**config.mk**
```make
export PLATFORM = sky130hd
export DESIGN_NAME = fb_rd_line_sched
export DESIGN_NICKNAME = d
export VERILOG_FILES = /design/src/rtl/fb_rd_line_sched.sv
export SDC_FILE = /design/constraint.sdc
export NUM_CORES = 1
export LEC_CHECK = 0
export CAP_MARGIN = 20
export CORE_MARGIN = 4
export CORE_UTILIZATION = 60
export CTS_BUF_LIST = sky130_fd_sc_hd__clkbuf_16
export CTS_CLUSTER_DIAMETER = 150
export DETAILED_ROUTE_END_ITERATION = 12
export DONT_BUFFER_PORTS = 1
export GPL_TIMING_DRIVEN = 0
export PLACE_DENSITY = 0.76
export SYNTH_ARGS = -nofsm -noshare
export SYNTH_HDL_FRONTEND = slang
export SYNTH_SLANG_ARGS = --single-unit
```
**constraint.sdc**
```tcl
create_clock -name sys_clk -period 5.6 [get_ports sys_clk]
set_input_delay 0.56 -clock sys_clk [delete_from_list [all_inputs] [get_ports sys_clk]]
set_output_delay 0.56 -clock sys_clk [all_outputs]
set_load 0.005 [all_outputs]
```
**src/rtl/fb_rd_line_sched.sv**
```systemverilog
// Frame-buffer line-read scheduler: one burst read per video line, then one line of unpacker pixel enables.
// Optional double buffering is enabled by defining FB_RD_DOUBLE_BUF_EN (adds port wr_buf_i).
//
// state     | meaning
// ----------+-------------------------------------------------------------
// ST_IDLE   | frame finished or never started; waiting for frame_start_i
// ST_ARMED  | ready for the next line; waiting for line_req_i
// ST_CMD    | burst read command presented, waiting for cmd_ready_i
// ST_FILL   | command accepted, waiting for a full line in the read FIFO
// ST_STREAM | dma_de_24b_o high for H_ACTIVE cycles
module fb_rd_line_sched #(
    parameter int H_ACTIVE    = 1280,
    parameter int V_ACTIVE    = 720,
    parameter int ADDR_W      = 28,
    parameter int BASE_ADDR   = 0,
    parameter int LINE_STRIDE = 4096,
    parameter int FRAME_SIZE  = 4194304,
    parameter int LVL_W       = 11
) (
    input  logic              sys_clk,
    input  logic              rst,
`ifdef FB_RD_DOUBLE_BUF_EN
    input  logic              wr_buf_i,
`endif
    input  logic              frame_start_i,
    input  logic              line_req_i,
    output logic              cmd_valid_o,
    input  logic              cmd_ready_i,
    output logic [ADDR_W-1:0] cmd_addr_o,
    output logic [15:0]       cmd_len_o,
    input  logic [LVL_W-1:0]  fifo_level_i,
    output logic              dma_rst_o,
    output logic              dma_de_24b_o,
    output logic              line_done_o,
    output logic              frame_done_o,
    output logic              underrun_o
);

    localparam int LINE_W = (V_ACTIVE > 1) ? $clog2(V_ACTIVE) : 1;
    localparam int PIX_W  = (H_ACTIVE > 1) ? $clog2(H_ACTIVE) : 1;

    localparam logic [15:0]       BURST_LEN = 16'(H_ACTIVE * 3 / 4);
    localparam logic [PIX_W-1:0]  PIX_LAST  = PIX_W'(H_ACTIVE - 1);
    localparam logic [LINE_W-1:0] LINE_LAST = LINE_W'(V_ACTIVE - 1);

    // Buffers must not overlap and a line of 24b pixels must fit its stride.
    if ((H_ACTIVE % 4) != 0 || LINE_STRIDE < H_ACTIVE * 3 ||
        FRAME_SIZE < LINE_STRIDE * V_ACTIVE) begin : g_param_err
        $error("fb_rd_line_sched: inconsistent geometry parameters");
    end

    typedef enum logic [2:0] {
        ST_IDLE,
        ST_ARMED,
        ST_CMD,
        ST_FILL,
        ST_STREAM
    } state_t;

    state_t            state_q;
    state_t            state_d;
    logic [LINE_W-1:0] line_cnt_q;
    logic [PIX_W-1:0]  pix_cnt_q;
    logic [ADDR_W-1:0] frame_base;
    logic [ADDR_W-1:0] line_addr;
    logic              load_cmd;
    logic              start_line;
    logic              last_pix;
    logic              req_lost;
    logic              last_line;
    logic              level_ok;

`ifdef FB_RD_DOUBLE_BUF_EN
    logic buf_sel_q;

    // Read the buffer the writer is not filling; held for the whole frame.
    always_ff @(posedge sys_clk or posedge rst) begin
        if (rst) begin
            buf_sel_q <= 1'b0;
        end else if (frame_start_i) begin
            buf_sel_q <= ~wr_buf_i;
        end
    end

    assign frame_base = ADDR_W'(BASE_ADDR) + (buf_sel_q ? ADDR_W'(FRAME_SIZE) : '0);
`else
    assign frame_base = ADDR_W'(BASE_ADDR);
`endif

    assign line_addr = frame_base + ADDR_W'(line_cnt_q) * ADDR_W'(LINE_STRIDE);
    assign last_line = (line_cnt_q == LINE_LAST);
    assign level_ok  = ({16'b0, fifo_level_i} >= {{LVL_W{1'b0}}, cmd_len_o});

    assign cmd_valid_o  = (state_q == ST_CMD);
    assign dma_de_24b_o = (state_q == ST_STREAM);

    always_comb begin
        state_d    = state_q;
        load_cmd   = 1'b0;
        start_line = 1'b0;
        last_pix   = 1'b0;
        req_lost   = 1'b0;
        if (frame_start_i) begin
            state_d = ST_ARMED;
        end else begin
            case (state_q)
                ST_IDLE: begin
                    state_d = ST_IDLE;
                end
                ST_ARMED: begin
                    if (line_req_i) begin
                        state_d  = ST_CMD;
                        load_cmd = 1'b1;
                    end
                end
                ST_CMD: begin
                    req_lost = line_req_i;
                    if (cmd_ready_i) begin
                        state_d = ST_FILL;
                    end
                end
                ST_FILL: begin
                    req_lost = line_req_i;
                    if (level_ok) begin
                        state_d    = ST_STREAM;
                        start_line = 1'b1;
                    end
                end
                ST_STREAM: begin
                    req_lost = line_req_i;
                    if (pix_cnt_q == '0) begin
                        last_pix = 1'b1;
                        state_d  = last_line ? ST_IDLE : ST_ARMED;
                    end
                end
                default: begin
                    state_d = ST_IDLE;
                end
            endcase
        end
    end

    always_ff @(posedge sys_clk or posedge rst) begin
        if (rst) begin
            state_q      <= ST_IDLE;
            line_cnt_q   <= '0;
            pix_cnt_q    <= '0;
            cmd_addr_o   <= '0;
            cmd_len_o    <= '0;
            dma_rst_o    <= 1'b0;
            line_done_o  <= 1'b0;
            frame_done_o <= 1'b0;
            underrun_o   <= 1'b0;
        end else begin
            state_q      <= state_d;
            dma_rst_o    <= frame_start_i;
            line_done_o  <= last_pix;
            frame_done_o <= last_pix && last_line;

            if (frame_start_i) begin
                underrun_o <= 1'b0;
            end else if (req_lost) begin
                underrun_o <= 1'b1;
            end

            if (frame_start_i) begin
                line_cnt_q <= '0;
            end else if (last_pix) begin
                line_cnt_q <= last_line ? '0 : line_cnt_q + 1'b1;
            end

            if (load_cmd) begin
                cmd_addr_o <= line_addr;
                cmd_len_o  <= BURST_LEN;
            end

            // Pixel timer counts down to the last pixel of the line.
            if (start_line) begin
                pix_cnt_q <= PIX_LAST;
            end else if (state_q == ST_STREAM && pix_cnt_q != '0) begin
                pix_cnt_q <= pix_cnt_q - 1'b1;
            end
        end
    end

endmodule

```
==> impl_metrics.json, run 1 <==
{
  "finalSetupViolCount": 0,
  "clockBufferDepth": 2,
  "syn_to_final_growth_pct": 15.2,
  "hold_buffers": 0,
  "synth_most_common_cell": "dfrtp_1",
  "insertedDiodeCount": 0,
  "grt_pass1_wl_um": 6580,
  "clk_pin_slew_ns": 0.06,
  "dp_hpwl_um": 2940,
  "core-area_mm2": 0.00342,
  "p_leak_uw": 0.00120,
  "drt_pass1_iterations": 4,
  "end_kind": "flip-flop",
  "start_util": 0.636,
  "die_area_mm2": 0.00465,
  "ys_seq_area_frac": 0.449,
  "grt_pass1_vias": 1470,
  "rows": 21,
  "fmax_ghz": 0.378,
  "clk_latency_ns": 0.28,
  "drt-total-wl_um": 4060,
  "worstMarginPinSlew_ns": 0.778,
  "grt_max_degree": 40,
  "grt-ovfl-total": 0,
  "synth_area_leaders": "dfrtp_1 45%, buf_4 11%, nand2_1 4.7%",
  "netlist_area_mm2": 0.00217,
  "reg2reg_setup_slack_ns": 2.95,
  "vdd_drop_max_v": 0.000224,
  "ys.flop_type": "dfrtp_1",
  "syn_inst": 227,
  "cts-buffers-inserted": 5,
  "gp_congestion": 0.792,
  "yosysTopAreaCellShare": 0.449,
  "cp-start-kind": "flip-flop",
  "cts-root-buf": "clkbuf_16",
  "htree_levels": 2,
  "ant_nets": 0,
  "timing.setup.tns_ns": 0,
  "viasPerCell": 5.04,
  "drc": 0,
  "synth_mux_area_frac": 0.0363,
  "final_cell_area_mm2": 0.00250,
  "fin_nets": 286,
  "ios": 66,
  "synth_enable_flop_cells": 0,
  "r2r_cells": 8,
  "maxSlewHeadroom": 0.480,
  "cp_data_arrival_time_ns": 2.85,
  "vias": 1562,
  "synthAdderAreaFrac": 0.0403,
  "finalClockSkew_ns": 0.00389,
  "slew_violations": 0,
  "cts_tree": "built",
  "syn_area_per_cell_um2": 9.57,
  "cp_max_fo": 8,
  "track_usage": 0.195,
  "die_y_um": 68.2,
  "wire_per_inst_um": 13.1,
  "numPortBuffers": 0,
  "drt_iter0_drc": 94,
  "reg2reg_from": "pix_cnt_q[0]",
  "cp-endpoint": "line_cnt_q[6]",
  "rsz0062_at_grt": "no",
  "yosysWarnings": 0,
  "post_synth_num_cell_types": 44,
  "synth-xor-area-share": 0.0524,
  "drive_gt1_frac": 0.212,
  "critical_path_class": "reg2reg",
  "synth_common_cells": "39 x dfrtp_1, 33 x buf_4, 27 x nand2_1",
  "antenna_found_initial": 0,
  "synth_top_family_by_area": "simple AND/OR/NAND/NOR gates",
  "synth_top_area_cell": "dfrtp_1",
  "critPathRequiredTime_ns": 5.80,
  "async_flop_share": 1.00,
  "worstHoldPathType": "in2async",
  "place_area_mm2": 0.00234,
  "ys_ff_latch": 39,
  "r2r_end": "line_cnt_q[6]",
  "synth-compound-area-share": 0.0818,
  "cts_setup_buffers": 0,
  "finalCritPeriodShare": 0.472,
  "cts.sinks": 39,
  "synthSimpleGateAreaFrac": 0.188,
  "fin_crit_ns": 2.65,
  "ctsResizeCount": 0,
  "finalHoldViolCount": 0,
  "crit_start": "pix_cnt_q[0]",
  "die_x_um": 68.2,
  "power_density_mw_per_mm2": 268,
  "status": "finished, final reports clean",
  "drv_cap": 0
}
## critical path, stage by stage, from the launching register on
cell      delay, ns
dfrtp_1        0.36
inv_1          0.13
ha_1           0.15
or4b_1         0.50
or4_4          0.59
or2_1          0.24
clkbuf_2       0.16
or3_1          0.35
o21ai_0        0.07
## cell type report
type                       count  area, um2
fill                         259        913
clock buffer                   5        125
clock inverter                 3       38.8
multi-input combinational    164        980
buffer                        38        269
inverter                      15       56.3
sequential                    39        976
tap                           46       57.6
## how the worst min path moves through the flow
stage | endpoint | slack [ns] | depth (start not counted)
3_3_place_gp | pix_cnt_q[1] | 0.49 | 2
4_1_cts | dma_rst_o | 0.30 | 0
3_5_place_dp | pix_cnt_q[1] | 0.50 | 2
2_1_floorplan | cmd_addr_o[16] | 0.47 | 2
5_1_grt | dma_rst_o | 0.29 | 0
6_report | cmd_addr_o[14] | 0.30 | 1
## metal layers
layer	global-route usage	up-vias	wire length [um]
met5	0	-	0
met4	0.0645	0	37
met3	0.0870	4	405
met2	0.306	69	1880
met1	0.240	708	1740
li1	-	781	-
## layout by cell type (no fill, tap or decap), types with 2 or more instances in the layout
master / count
o31ai_1: 2
and2_1: 3
o21ai_0: 11
xnor2_1: 9
clkbuf_1: 3
nor2b_1: 2
clkbuf_16: 5
or3_1: 2
nor3_1: 5
nand3_1: 6
nand2_1: 27
mux2_2: 7
inv_1: 14
buf_4: 33
conb_1: 30
dfrtp_1: 39
or2_2: 2
xor2_1: 4
nor4_1: 7
nor2_1: 11
nand4_1: 4
a21oi_1: 4
ha_1: 7
o211ai_1: 2
## state kept, by name, summed over array words and instances (netlist names)
signal        cells
pix_cnt_q        11
line_cnt_q       10
cmd_len_o         1
state_q           3
line_done_o       1
dma_rst_o         1
cmd_addr_o       10
underrun_o        1
frame_done_o      1
## metrics by stage
step	setup slack [ns]	util	cells	hold slack (ns)	power, uW
after detailed placement	2.97	0.685	302	0.499	361
final	2.95	0.733	310	0.301	670
after CTS	2.94	0.733	310	0.301	674
after global placement	3.00	0.685	302	0.492	359
after global routing	2.78	0.733	310	0.291	701
after floorplan	3.13	-	256	0.473	351
## cell families (layout without fill, tap and decap cells)
logic type               Yosys count  in the layout
AND/OR/NAND/NOR                   79             79
buffers and inverters             53             61
flip-flops                        39             39
AO/OA/AOI/OAI                     28             28
XOR/XNOR                          13             13
adder cells (fa/ha/maj)            7              7
multiplexers                       7              7
other                              1             30
## power by group
part	internal, uW	switching [uW]
Clock	207	105
Sequential	290	5.30
Combinational	27.3	35.1
Total	524	145
No activity file was read; power rests on OpenSTA's default activity.
==> run 2: changes to the inputs <==
ABC_AREA = 1   (was not set)
CORE_UTILIZATION = 57   (was 60)
PLACE_DENSITY = 0.75   (was 0.76)
clock period = 2.3 ns   (was 5.6 ns; I/O delays follow)
==> run 2 against run 1 <==
Against the previous run:
- the flow now finishes with violations (negative hold slack)
- combinational power rose to 4.8 times the previous value
- clock skew fell by 0.00075 ns
- sequential cell count did not move
- non-clock buffer count did not move
- sequential power rose to 2.6 times the previous value
- register-to-register slack got worse by 2.6 ns
- global-route usage fell by 1.5 points
- hold slack got worse by 0.32 ns
- largest cell class unchanged
==> impl_metrics.json, run 2 <==
{
  "drt-total-wl_um": 4560,
  "clk_pin_slew_ns": 0.06,
  "syn_area_per_cell_um2": 7.90,
  "maxSlewHeadroom": 0.459,
  "seq_area_um2": 976,
  "ys.flop_type": "dfrtp_1",
  "rows": 23,
  "regMostFlops": "pix_cnt_q",
  "die_area_mm2": 0.00522,
  "cp_cell_sequence": "inv_1 -> ha_1 -> nand2_1 -> nand2_1 -> nand2_1 -> nand2_1 -> nor2_1 -> nand2_1 -> nand3_1 -> buf_2 -> nand3_1",
  "fin_nets": 358,
  "clk_latency_ns": 0.28,
  "final_cell_area_mm2": 0.00271,
  "worst-path-stages": 11,
  "track_usage": 0.180,
  "ios": 66,
  "hold-worst-slack_ns": -0.0208,
  "status": "finished with violations",
  "synth_most_common_cell": "nand2_1",
  "start_util": 0.589,
  "fmax_ghz": 0.512,
  "ys_seq_area_frac": 0.414,
  "cts.sinks": 39,
  "gp_congestion": 0.877,
  "rsz0062_at_grt": "no",
  "ant_nets": 0,
  "post-place-ws_ns": 0.325,
  "cp_data_arrival_time_ns": 2.11,
  "final_common_cell": "nand2_1",
  "postLayoutSetupSlackWorst_ns": 0.347,
  "cp-start-kind": "flip-flop",
  "drt_iter0_drc": 116,
  "syn_inst": 298,
  "slew_violations": 0,
  "wire_per_inst_um": 11.8,
  "power_uw": 1860,
  "clockBufferDepth": 2,
  "violations": "negative hold slack",
  "vias": 1876,
  "crit_top_cell": "nand2_1",
  "p_leak_uw": 0.00141,
  "grt_max_degree": 40,
  "layout_common_cells": "67 x nand2_1, 39 x dfrtp_1, 33 x inv_1, 33 x buf_4, 30 x conb_1",
  "nFillCells": 355,
  "cts-buffers-inserted": 5,
  "finalSetupViolCount": 0,
  "vdd_drop_max_v": 0.000471,
  "crit_path_top_delay_cell": "dfrtp_1",
  "cp_num_buf_inv": 2,
  "critPathRequiredTime_ns": 2.46,
  "netlist_area_mm2": 0.00235,
  "async_flop_share": 1.00,
  "finalCritPeriodShare": 0.849,
  "insertedDiodeCount": 0,
  "cts-root-buf": "clkbuf_16",
  "drt_pass1_iterations": 4,
  "synth_area_leaders": "dfrtp_1 41%, nand2_1 11%, buf_4 11%",
  "largest_register_ffs": 11,
  "synth_common_cells": "67 x nand2_1, 39 x dfrtp_1, 34 x inv_1",
  "drc": 0,
  "htree_levels": 2,
  "place_area_mm2": 0.00253,
  "ys_ff_latch": 39,
  "cts_setup_buffers": 0,
  "viasPerCell": 4.86,
  "r2r_cells": 11,
  "grt-ovfl-total": 0,
  "drv_cap": 0,
  "end_kind": "flip-flop",
  "worstHoldPathType": "in2async",
  "grt_pass1_wl_um": 7380,
  "synth_top_area_cell": "dfrtp_1",
  "timing.setup.tns_ns": 0,
  "multi_input_area_mm2": 0.00108,
  "grt_pass1_vias": 1727,
  "finalClockSkew_ns": 0.00313,
  "dp_hpwl_um": 3400,
  "post_synth_num_cell_types": 29,
  "die_y_um": 72.3,
  "yosysWarnings": 0,
  "syn_to_final_growth_pct": 14.9,
  "numPortBuffers": 0,
  "antenna_found_initial": 0,
  "finalHoldViolCount": 28,
  "cp_max_fo": 10,
  "drive_gt1_frac": 0.167,
  "power_density_mw_per_mm2": 687,
  "ctsResizeCount": 0,
  "hold_buffers": 1,
  "critical_path_class": "reg2reg",
  "die_x_um": 72.3,
  "critPathTopFamily": "simple AND/OR/NAND/NOR gates",
  "reg_top3": "pix_cnt_q (11), cmd_addr_o (10), line_cnt_q (10)",
  "crit_path_max_incr_delay_ns": 0.45,
  "core-area_mm2": 0.00400,
  "fin_crit_ns": 1.95,
  "worstMarginPinSlew_ns": 0.811,
  "yosysTopAreaCellShare": 0.414,
  "cts_tree": "built",
  "synth_enable_flop_cells": 0
}
[run 2: cell count changes after synthesis, sizes merged, moves of 4 or more]
cell / previous run / this run
o21ai: 11 / 22
nor2: 11 / 30
nand3: 6 / 29
nand3b: 0 / 4
nand2: 27 / 68
xnor2: 9 / 1
mux2: 7 / 1
nor4: 7 / 1
inv: 15 / 36
[run 2: worst register-to-register path: stages (launching register included)]
cell	delay (ns)
dfrtp_1	0.45
inv_1	0.14
ha_1	0.35
nand2_1	0.07
nand2_1	0.04
nand2_1	0.05
nand2_1	0.05
nor2_1	0.12
nand2_1	0.06
nand3_1	0.15
buf_2	0.25
nand3_1	0.10
[run 2: area by class of cell]
class                      count  share of cell area
buffer                        37               0.101
clock buffer                   5              0.0463
clock inverter                 3              0.0162
inverter                      36              0.0500
multi-input combinational    215               0.399
sequential                    39               0.361
tap                           50              0.0231
timing repair buffer           1             0.00370
[run 2: cell families after synthesis]
| kind of cell | after synthesis | synth area share |
|---|---|---|
| simple gates | 144 | 0.284 |
| buf+inv | 73 | 0.173 |
| flops | 39 | 0.414 |
| compound gates | 25 | 0.0537 |
| xor+xnor | 8 | 0.0298 |
| fa+ha+maj | 7 | 0.0372 |
| other cells | 1 | 0.00159 |
| mux | 1 | 0.00637 |
[run 2: metal layers]
layer | share of wire | track usage | vias up
met5 | 0 | 0 | -
met1 | 0.42 | 0.206 | 851
met3 | 0.069 | 0.0596 | 8
met4 | 0.012 | 0.0668 | 0
met2 | 0.50 | 0.312 | 55
li1 | - | - | 962
[run 2: where the power goes]
group	leakage, uW	internal, uW	switching [uW]	total (uW)
sequential	0.000486	729	51.8	781
clock	0.0000838	511	266	776
combinational	0.000838	112	189	301
total	0.00141	1350	506	1860
[run 2: metrics by stage]
stage	util	hold WS [ns]	std cells
after CTS	0.676	0.00680	386
after global placement	0.632	0.262	377
final	0.676	-0.0208	386
after detailed placement	0.632	0.262	377
after global routing	0.676	0.00385	386
after floorplan	-	0.261	327
[run 2: final timing paths]
check / slack (ns) / startpoint / endpoint
max reg2reg: 0.35 / cmd_len_o[6] / pix_cnt_q[10]
min: -0.02 / rst / pix_cnt_q[2]
max: 0.35 / cmd_len_o[6] / pix_cnt_q[10]
min reg2reg: 0.48 / pix_cnt_q[10] / pix_cnt_q[10]
min in group sys_clk: 0.01 / frame_start_i / underrun_o
max in group asynchronous: 1.80 / rst / pix_cnt_q[10]
==> run 3: changes to the inputs <==
CORE_UTILIZATION = 60   (was 57)
PLACE_DENSITY = 0.76   (was 0.75)
clock period = 2.02 ns   (was 2.3 ns; I/O delays follow)
==> run 3 against run 2 <==
Against the previous run:
- the run now ends clean
- critical path depth is the same
- first-iteration DRC count shrank 30%
- clock skew is essentially flat
- combinational power grew 14%
- maximum frequency grew 5.5%
- worst setup slack lost 0.18 ns
- final area grew 1.3%
- sequential power grew 14%
- sequential share of layout area shrank 0.42 points
==> impl_metrics.json, run 3 (synthesis results as in run 2) <==
{
  "finalSetupViolCount": 0,
  "reg_top3": "pix_cnt_q (11), cmd_addr_o (10), line_cnt_q (10)",
  "postLayoutSetupSlackWorst_ns": 0.170,
  "vdd_drop_max_v": 0.000674,
  "maxSlewHeadroom": 0.469,
  "crit_start": "cmd_len_o[6]",
  "antenna_found_initial": 0,
  "cp_max_fo": 10,
  "dp_hpwl_um": 3370,
  "worstHoldPathType": "in2reg",
  "power_uw": 2240,
  "end_kind": "flip-flop",
  "cts.sinks": 39,
  "clockBufferDepth": 2,
  "grt_max_degree": 40,
  "drt_iter0_drc": 81,
  "cts-buffers-inserted": 5,
  "final_cell_area_mm2": 0.00274,
  "reg2reg_setup_slack_ns": 0.17,
  "viasPerCell": 4.90,
  "layout_common_cells": "67 x nand2_1, 38 x dfrtp_1, 34 x buf_4, 33 x inv_1, 30 x conb_1",
  "place_area_mm2": 0.00252,
  "timing.setup.tns_ns": 0,
  "drt-total-wl_um": 4600,
  "cts-root-buf": "clkbuf_16",
  "rows": 22,
  "drc": 0,
  "switching_share": 0.257,
  "final_common_cell": "nand2_1",
  "grt_pass1_wl_um": 7620,
  "pwr-share-comb": 0.152,
  "core-area_mm2": 0.00372,
  "cp-start-kind": "flip-flop",
  "hold-worst-slack_ns": 0.109,
  "cp-endpoint": "pix_cnt_q[4]",
  "slew_violations": 0,
  "power_density_mw_per_mm2": 818,
  "die_x_um": 70.6,
  "numPortBuffers": 0,
  "p_leak_uw": 0.00142,
  "start_util": 0.634,
  "die_area_mm2": 0.00499,
  "syn_to_final_growth_pct": 16.4,
  "cp_data_arrival_time_ns": 2.00,
  "track_usage": 0.188,
  "cts_tree": "built",
  "internal_power_uw": 1670,
  "critical_path_class": "reg2reg",
  "drv_cap": 0,
  "post-place-ws_ns": 0.0375,
  "finalHoldViolCount": 0,
  "fin_crit_ns": 1.85,
  "largest_register_ffs": 11,
  "seqPwrFrac": 0.396,
  "worstMarginPinSlew_ns": 0.795,
  "clkPwrFrac": 0.452,
  "wire_per_inst_um": 11.9,
  "htree_levels": 2,
  "clk_latency_ns": 0.28,
  "cts_setup_buffers": 0,
  "power.switching_uw": 576,
  "insertedDiodeCount": 0,
  "critPathRequiredTime_ns": 2.17,
  "reg2reg_from": "cmd_len_o[6]",
  "clk_pin_slew_ns": 0.06,
  "ant_nets": 0,
  "fin_nets": 359,
  "fmax_ghz": 0.541,
  "drt_pass1_iterations": 5,
  "status": "finished, final reports clean",
  "grt_pass1_vias": 1734,
  "r2r_cells": 11,
  "ios": 66,
  "finalClockSkew_ns": 0.00316,
  "finalCritPeriodShare": 0.916,
  "r2r_end": "pix_cnt_q[4]",
  "regMostFlops": "pix_cnt_q",
  "grt-ovfl-total": 0,
  "vias": 1888,
  "gp_congestion": 0.809,
  "die_y_um": 70.6,
  "drive_gt1_frac": 0.169
}
run 3: cell types whose count changed in the layout (fill, tap and decap cells not counted), sizes merged:
cell | previous run | this run
dlygate4sd3 | 1 | 2
clkinv | 2 | 0
clkinvlp | 0 | 1
bufinv | 1 | 2
run 3: per-stage QoR:
step | utilization | cells
after floorplan | - | 327
final | 0.737 | 385
after global routing | 0.737 | 385
after CTS | 0.736 | 385
after global placement | 0.679 | 375
after detailed placement | 0.679 | 375
run 3: layout make-up:
type,count,area (um2)
clock buffers,5,125
multi-input cells,215,1080
inverters,36,135
well taps,48,60.1
fillers,302,976
plain buffers,37,275
flip-flops and latches,39,977
clock inverters,3,67.6
repair buffers,2,20.0
run 3: critical path: stages, from the launching register on:
cell     delay [ns]
dfrtp_2        0.42
inv_1          0.10
ha_1           0.34
nand2_1        0.07
nand2_1        0.04
nand2_1        0.05
nand2_1        0.04
nor2_1         0.12
nand2_1        0.07
nand3_1        0.16
buf_4          0.21
nand3_1        0.10
run 3: worst min-delay path by stage:
stage                     slack [ns]     startpoint    endpoint  cells after the start
after floorplan                 0.23  frame_start_i   dma_rst_o                      0
final                           0.11     line_req_i  underrun_o                      2
after detailed placement        0.23  frame_start_i   dma_rst_o                      0
after CTS                       0.11     line_req_i  underrun_o                      2
after global placement          0.23  frame_start_i   dma_rst_o                      0
after global routing            0.14     line_req_i  underrun_o                      2
run 3: power by group through the flow:
stage          clock (uW)  combinational (uW)  sequential [uW]
2_1_floorplan           0                 279              888
3_3_place_gp            0                 322              898
3_5_place_dp            0                 333              899
4_1_cts              1020                 340              885
5_1_grt              1060                 395              893
6_report             1010                 342              887
run 3: metal layers:
metal  routed length, um  part of all wire  GRT usage  up-vias
li1                    -                 -          -      966
met1                1940              0.42      0.227      853
met2                2230              0.49      0.334       61
met3                 365             0.079     0.0440        8
met4                  63             0.014     0.0585        0
met5                   0                 0          0        -
run 3: what timing repair did:
action                     4_1_cts  5_1_grt
resized for setup                0        3
setup endpoints to repair        0       10
hold endpoints to repair        41        0
hold buffers                     2        0
